<file path="src/rtl/xs3_digit_sequencer.sv">
// Packed-digit to excess-3 converter: one digit per clock through a single +3 stage.
// out_valid rises DIGITS cycles after accept; result held in DONE until out_ready, no new word accepted meanwhile.
module xs3_digit_sequencer #(
  parameter int DIGITS    = 4,
  parameter bit BCD_CHECK = 1'b1
) (
  input  logic                  clk,
  input  logic                  rst_n,
  input  logic                  in_valid,
  output logic                  in_ready,
  input  logic [4*DIGITS-1:0]   in_data,
  output logic                  out_valid,
  input  logic                  out_ready,
  output logic [4*DIGITS-1:0]   out_data,
  output logic [DIGITS-1:0]     err_mask,
  output logic                  out_err,
  output logic                  busy
);

  localparam int            IW   = (DIGITS > 1) ? $clog2(DIGITS) : 1;
  localparam logic [IW-1:0] LAST = IW'(DIGITS - 1);

  typedef enum logic [1:0] {
    IDLE = 2'd0,
    CONV = 2'd1,
    DONE = 2'd2
  } state_t;

  state_t              state_q, state_d;
  logic [IW-1:0]       idx_q, idx_d;
  logic [4*DIGITS-1:0] cap_q, cap_d;
  logic [4*DIGITS-1:0] res_q, res_d;
  logic [DIGITS-1:0]   mask_q, mask_d;
  logic                err_q, err_d;

  logic [3:0]          dig;
  logic [3:0]          dig_xs3;
  logic                dig_bad;

  // The one shared converter, fed by the digit the index currently points at.
  always_comb begin
    dig     = cap_q[{idx_q, 2'b00} +: 4];
    dig_bad = BCD_CHECK ? (dig > 4'd9) : (dig >= 4'd13);
    dig_xs3 = dig_bad ? 4'h0 : dig + 4'd3;
  end

  always_comb begin
    state_d = state_q;
    idx_d   = idx_q;
    cap_d   = cap_q;
    res_d   = res_q;
    mask_d  = mask_q;
    err_d   = err_q;
    case (state_q)
      IDLE: begin
        if (in_valid) begin
          cap_d   = in_data;
          res_d   = '0;
          mask_d  = '0;
          err_d   = 1'b0;
          idx_d   = '0;
          state_d = CONV;
        end
      end
      CONV: begin
        res_d[{idx_q, 2'b00} +: 4] = dig_xs3;
        mask_d[idx_q]              = dig_bad;
        err_d                      = |mask_d;
        if (idx_q == LAST) begin
          idx_d   = '0;
          state_d = DONE;
        end else begin
          idx_d = idx_q + 1'b1;
        end
      end
      DONE: begin
        if (out_ready) begin
          state_d = IDLE;
        end
      end
      default: state_d = IDLE;
    endcase
  end

  always_ff @(posedge clk or negedge rst_n) begin
    if (!rst_n) begin
      state_q <= IDLE;
      idx_q   <= '0;
      cap_q   <= '0;
      res_q   <= '0;
      mask_q  <= '0;
      err_q   <= 1'b0;
    end else begin
      state_q <= state_d;
      idx_q   <= idx_d;
      cap_q   <= cap_d;
      res_q   <= res_d;
      mask_q  <= mask_d;
      err_q   <= err_d;
    end
  end

  // Handshake outputs come from state alone so there is no input-to-output path.
  assign in_ready  = (state_q == IDLE);
  assign out_valid = (state_q == DONE);
  assign busy      = (state_q != IDLE);
  assign out_data  = res_q;
  assign err_mask  = mask_q;
  assign out_err   = err_q;

endmodule

</file>
<file path="config.mk">
export PLATFORM = sky130hd
export DESIGN_NAME = xs3_digit_sequencer
export DESIGN_NICKNAME = d
export VERILOG_FILES = /design/src/rtl/xs3_digit_sequencer.sv
export SDC_FILE = /design/constraint.sdc
export NUM_CORES = 1
export LEC_CHECK = 0
export CAP_MARGIN = 20
export CORE_ASPECT_RATIO = 1.4
export CORE_MARGIN = 10
export CORE_UTILIZATION = 45
export CTS_CLUSTER_SIZE = 14
export DETAILED_ROUTE_END_ITERATION = 8
export GPL_TIMING_DRIVEN = 0
export PLACE_DENSITY = 0.76
export SYNTH_ARGS = -nofsm -noshare
export SYNTH_HDL_FRONTEND = slang
export SYNTH_SLANG_ARGS = --single-unit
</file>
<file path="constraint.sdc">
create_clock -name clk -period 1.97 [get_ports clk]
set_input_delay 0.394 -clock clk [delete_from_list [all_inputs] [get_ports clk]]
set_output_delay 0.394 -clock clk [all_outputs]
set_load 0.03 [all_outputs]
</file>
# [Yosys cells after proc, flatten, opt, wreduce, memory -nomap -nowiden]
# Index checks and enable logic that the tools add are counted.
[totals] latch_bits=0 memories=0 mem_bits_rw=0 input_bits=20 word_cells=47 reg_bits=41 mem_bits_ro=0 out_inout_bits=24
[op_classes] n_shift=3 n_eq_ne=6 mul=0 n_lt_le_gt_ge=3 n_reduce_logical=8 n_bitwise=0 n_div=0 muxes=18 add_sub_neg=3
[op_table] operator="$pmux 16 s2" count=1
[op_table] operator="$bwmux 16" count=1
[op_table] operator="$mux 16" count=1
[op_table] operator="$shift 4x6->16 const A" count=1
[op_table] operator="$shiftx 16x5->4" count=1
[op_table] operator="$shiftx 4x6->16" count=1
[op_table] operator="$mux 2" count=5
[op_table] operator="$mux 4" count=2
[op_table] operator="$pmux 4 s2" count=1
[op_table] operator="$neg 4->6" count=1
[op_table] operator="$pmux 2 s3" count=1
[op_table] operator="$add 4x2->4 const B" count=1
[op_table] operator="$bwmux 4" count=1
[op_table] operator="$eq 2x2->1 const B" count=2
[op_table] operator="$gt 4x4->1 const B" count=1
[op_table] operator="$ne 2x2->1 const B" count=2
[op_table] operator="$pmux 2 s2" count=1
[op_table] operator="$reduce_and 2->1" count=2
[op_table] operator="$reduce_bool 2->1" count=2
[op_table] operator="$reduce_or 4->1" count=1
[op_table] operator="$lt 2x3->1 const B" count=1
[op_table] operator="$reduce_and 3->1" count=1
[op_table] operator="$add 2x1->2 const B" count=1
[op_table] operator="$demux 1 s2" count=1
[op_table] operator="7 further kinds" count=8

# [Longest topological paths before layout]
[depth] word_depth=7 ltp_mapped=8 ltp_nobuf=7

# [Least setup slack after synthesis]
# OpenSTA, ideal clock, no wires.
[synth_timing] path_type="reg2reg" from="register idx_q[0]" to="register mask_q[2] (netlist: err_mask[2])" arrival_time_ns=1.909 required_time_ns=1.849 setup_slack_ns=-0.060 path_buffers=1 path_stages_with_launch=9 setup_ns=0.121 period_less_slack_ns=2.030 path_cell_list="dfrtp_1 > buf_6 > mux4_2 > inv_1 > ha_1 > nor2_1 > o21a_1 > and2_4 > a22o_1"
[synth_via] elab_chain_len=6 word_cells_on_any_way=9 classes_between="order compare: 3; shift: 1; mux: 4; reduce/logical: 1"
[synth_rtl] element="from (decl)" line="30" source="logic [IW-1:0] idx_q, idx_d;"
[synth_rtl] element="from (signal assigned)" line="95" source="idx_q <= idx_d;"
[synth_rtl] element="branches (longest 4 deep; another with $gt 4x4->1)"
[synth_rtl] element="$bwmux 4 (*)" line="67" source="mask_d[idx_q] = dig_bad;"
[synth_rtl] element="$pmux 4 s2 (*)" line="54" source="case (state_q)"
[synth_rtl] element="to (signal assigned)" line="98" source="mask_q <= mask_d;"
[synth_rtl] element="to (decl)" line="33" source="logic [DIGITS-1:0] mask_q, mask_d;"
# Mark *: on every way between the ends.
# A chain may end at the register's enable or synchronous reset.

# [Final worst setup path]
[layout_timing] from="register idx_q[0]" to="register res_q[9] (netlist: out_data[9])"
[layout_via] elab_chain_len=6 word_cells_on_any_way=9 classes_between="add/sub: 2; order compare: 1; shift: 3; mux: 3"
[layout_rtl] element="$shiftx 16x5->4" line="42" source="dig = cap_q[{idx_q, 2'b00} +: 4];"
[layout_rtl] element="$add 4x2->4 / $gt 4x4->1 (equally long branches)" line="44, 43"
[layout_rtl] element="$mux 4" line="44" source="dig_xs3 = dig_bad ? 4'h0 : dig + 4'd3;"
[layout_rtl] element="$shiftx 4x6->16" line="66" source="res_d[{idx_q, 2'b00} +: 4] = dig_xs3;"
[layout_rtl] element="$bwmux 16 (*)" line="66"
[layout_rtl] element="$pmux 16 s2 (*)" line="54"
[layout_rtl] element="to (signal assigned)" line="97" source="res_q <= res_d;"
[layout_rtl] element="to (decl)" line="32" source="logic [4*DIGITS-1:0] res_q, res_d;"
# Mark *: on every way between the ends. The rest lies on a longest branch, timed or not.

==> metrics.yaml <==
outcome: "finished, violations left"
violations: "negative setup slack"
grt_first_pass_wirelength_um: 7420
path_clk_slew_ps: 70
cts_sinks: 41
rsz0062_at_grt: "true"
crit_path_max_incr_delay_ps: 560
area_growth_pct: 37.5
critical_path_required_ps: 2210
cts_made_buffers: 5
worst_skew_pair.late_latency_ps: 300
die_x_um: 75.4
path_cells: "buf_6, mux4_2, inv_2, ha_4, nor2_4, o21a_4, buf_12, nor2_4, a22o_1"
yosysTopAreaCellShare_pct: 53.1
setup_slack_ps: -42.5
dr.pass1.iters: 4
fin_crit_ps: 2010
io_pins: 44
whs_ps: 212
critPathArrivalTime_ps: 2250
vias_per_cell: 5.33
crit_path_frequent_cell: "nor2_4"
synthTopCellsByArea: "dfrtp_1 53%, nand2_1 12%, a22o_1 5.4%, ha_1 5.2%, mux4_2 4.7%"
finalCritPeriodShare_pct: 102
core_area_um2: 4200
drt.antenna.violating_nets: 0
wl_per_cell_um: 15.5
fp-row-count: 28
critical-path-slowest-cell: "mux4_2"
grt_max_degree: 42
synth_ff_type: "dfrtp_1"
drive_gt1_share_pct: 15.8
reg2reg_slack_ps: -40
postPlaceCellArea_um2: 2440
syn_inst: 195
cts.path.max_buffers: 2
antenna_cells: 0
synth-edff-count: 0
htree_levels: 2
antenna_found_initial: 0
layout.nets: 280
grt_pass1_vias: 1633
synth.distinct_cells: 32
vias: 1588
drc_errors: 0
async_flop_share_pct: 100
final_cell_area_um2: 2660
dieArea_um2: 7350
powerDensity_nw_per_um2: 1880
hold_buffers: 0
relSlewSlack_pct: 41.1
tightest_slew_ps: 884
final_util_pct: 63.2
start_util_pct: 45.9
final.setup.tns_ps: -237
fin_cells: 298
worstPathMaxFanout: 4
synth_nets: 223
dr.max_layer_used: "met4"
slew_violations: 0
gp_congestion: 0.820
r2r-end: "out_data[9]"
r2r_cells: 9
first_iter_violations: 93
die_h_um: 97.5
wl_met1_um: 1800
cap_viol_max_count: 0
skew_ps: 5.65
overflow: 0
dp_hpwl_um: 3320
ys_seq_area_share_pct: 53.1
yosysWarnings: 0
wl_met3_um: 214
ir_drop_mv: 0.795
io_buffers: 43
hold_violations: 0
cts_tree: "built"
syn_area_um2: 1930
fmax_mhz: 497
critPathLaunchType: "flip-flop"
wl_met2_um: 2470
setup.worst_path.end_class: "flip-flop"
root_buffer: "clkbuf_8"
yosys.area.top_type: "dfrtp_1"
track_usage_pct: 13.0
r2r-start: "idx_q[0]"
path_class: "flip-flop to flip-flop"
syn_area_per_cell_um2: 9.90
setup_violations: 11
leakage_nw: 1.20
hp-class: "input pin to async pin"
dp.cells: 283
fill_cells: 341
routed_wl_um: 4610
ys_ff_latch: 41
## per-stage QoR
step / total power [mW] / setup WS (ps)
5_1_grt: 5.30 / -125
6_report: 4.98 / -42.5
3_3_place_gp: 3.83 / -466
2_1_floorplan: 3.08 / -58.5
3_5_place_dp: 3.88 / -305
4_1_cts: 4.85 / -48.2
## logic make-up after synthesis
logic type | synth area share, %
AO/OA/AOI/OAI | 13.5
adder cells (fa/ha/maj) | 5.18
buffers and inverters | 3.89
flip-flops | 53.1
multiplexers | 4.67
AND/OR/NAND/NOR | 19.6
## placed cells by master, fill, tap and decap left out, types with 2 or more instances in the layout
cell,synthesis,routed
nand2_1,60,60
dfrtp_1,41,41
clkdlybuf4s50_1,0,39
a22o_1,12,12
clkbuf_1,7,8
o21ai_0,10,8
inv_1,10,7
buf_4,0,7
a21oi_1,7,6
o21ai_1,4,5
clkbuf_8,0,5
mux4_2,4,4
ha_1,8,4
nor2_4,0,3
ha_4,0,3
nor2b_1,3,2
nand2b_1,2,2
nand3_1,2,2
nor3b_1,2,2
dlygate4sd2_1,0,2
## state kept, by name, summed over array words and instances, names as in the netlist
name / count
cap_q: 16
out_data: 16
out_err: 1
idx_q: 2
state_q: 2
err_mask: 4
## worst max-delay path: cells and delay by family (launching register included)
family,cells,cell delay (ps)
multiplexers,1,560
buffers and inverters,3,340
flip-flops,1,360
AND/OR/NAND/NOR,2,180
AO/OA/AOI/OAI,2,360
adder cells (fa/ha/maj),1,140
## cell type report
class | instances | area [um2] | share of cell area [%]
buffer | 7 | 35.0 | 1.32
clock buffer | 8 | 80.1 | 3.02
inverter | 10 | 43.8 | 1.65
multi-input combinational | 136 | 918 | 34.6
sequential | 41 | 1030 | 38.6
tap | 45 | 56.3 | 2.12
timing repair buffer | 51 | 495 | 18.7
## synthesized netlist by cell type (2+ instances only)
| cell | number |
|---|---|
| nand2_1 | 60 |
| dfrtp_1 | 41 |
| a22o_1 | 12 |
| inv_1 | 10 |
| o21ai_0 | 10 |
| ha_1 | 8 |
| a21oi_1 | 7 |
| clkbuf_1 | 7 |
| mux4_2 | 4 |
| nor2_1 | 4 |
| o21ai_1 | 4 |
| nor2b_1 | 3 |
| nand2b_1 | 2 |
| nand3_1 | 2 |
| nor3_1 | 2 |
| nor3b_1 | 2 |
| or4_1 | 2 |
## worst max-delay path by stage
| stage | from | endpoint |
|---|---|---|
| floorplan | idx_q[0] | err_mask[2] |
| CTS | idx_q[0] | err_mask[1] |
| global placement | rst_n | out_data[13] |
| detailed placement | in_valid | cap_q[7] |
| global route | idx_q[0] | err_mask[1] |
| finish | idx_q[0] | out_data[9] |
## power breakdown
| part | switching, mW | total [mW] | internal [mW] |
|---|---|---|---|
| combinational | 1.74 | 3.09 | 1.35 |
| sequential | 0.202 | 1.36 | 1.16 |
| clock | 0.281 | 0.532 | 0.252 |
## routing by layer
layer,vias up,track usage [%]
li1,778,-
met1,753,13.6
met2,45,22.3
met3,12,3.99
met4,0,6.74
met5,-,0
## what timing repair did
action,in CTS,in global routing
pin swaps,6,13
buffers inserted,7,1
setup endpoints to repair,24,32
gates resized for setup,14,11
Power figures use the tool's default switching activity.
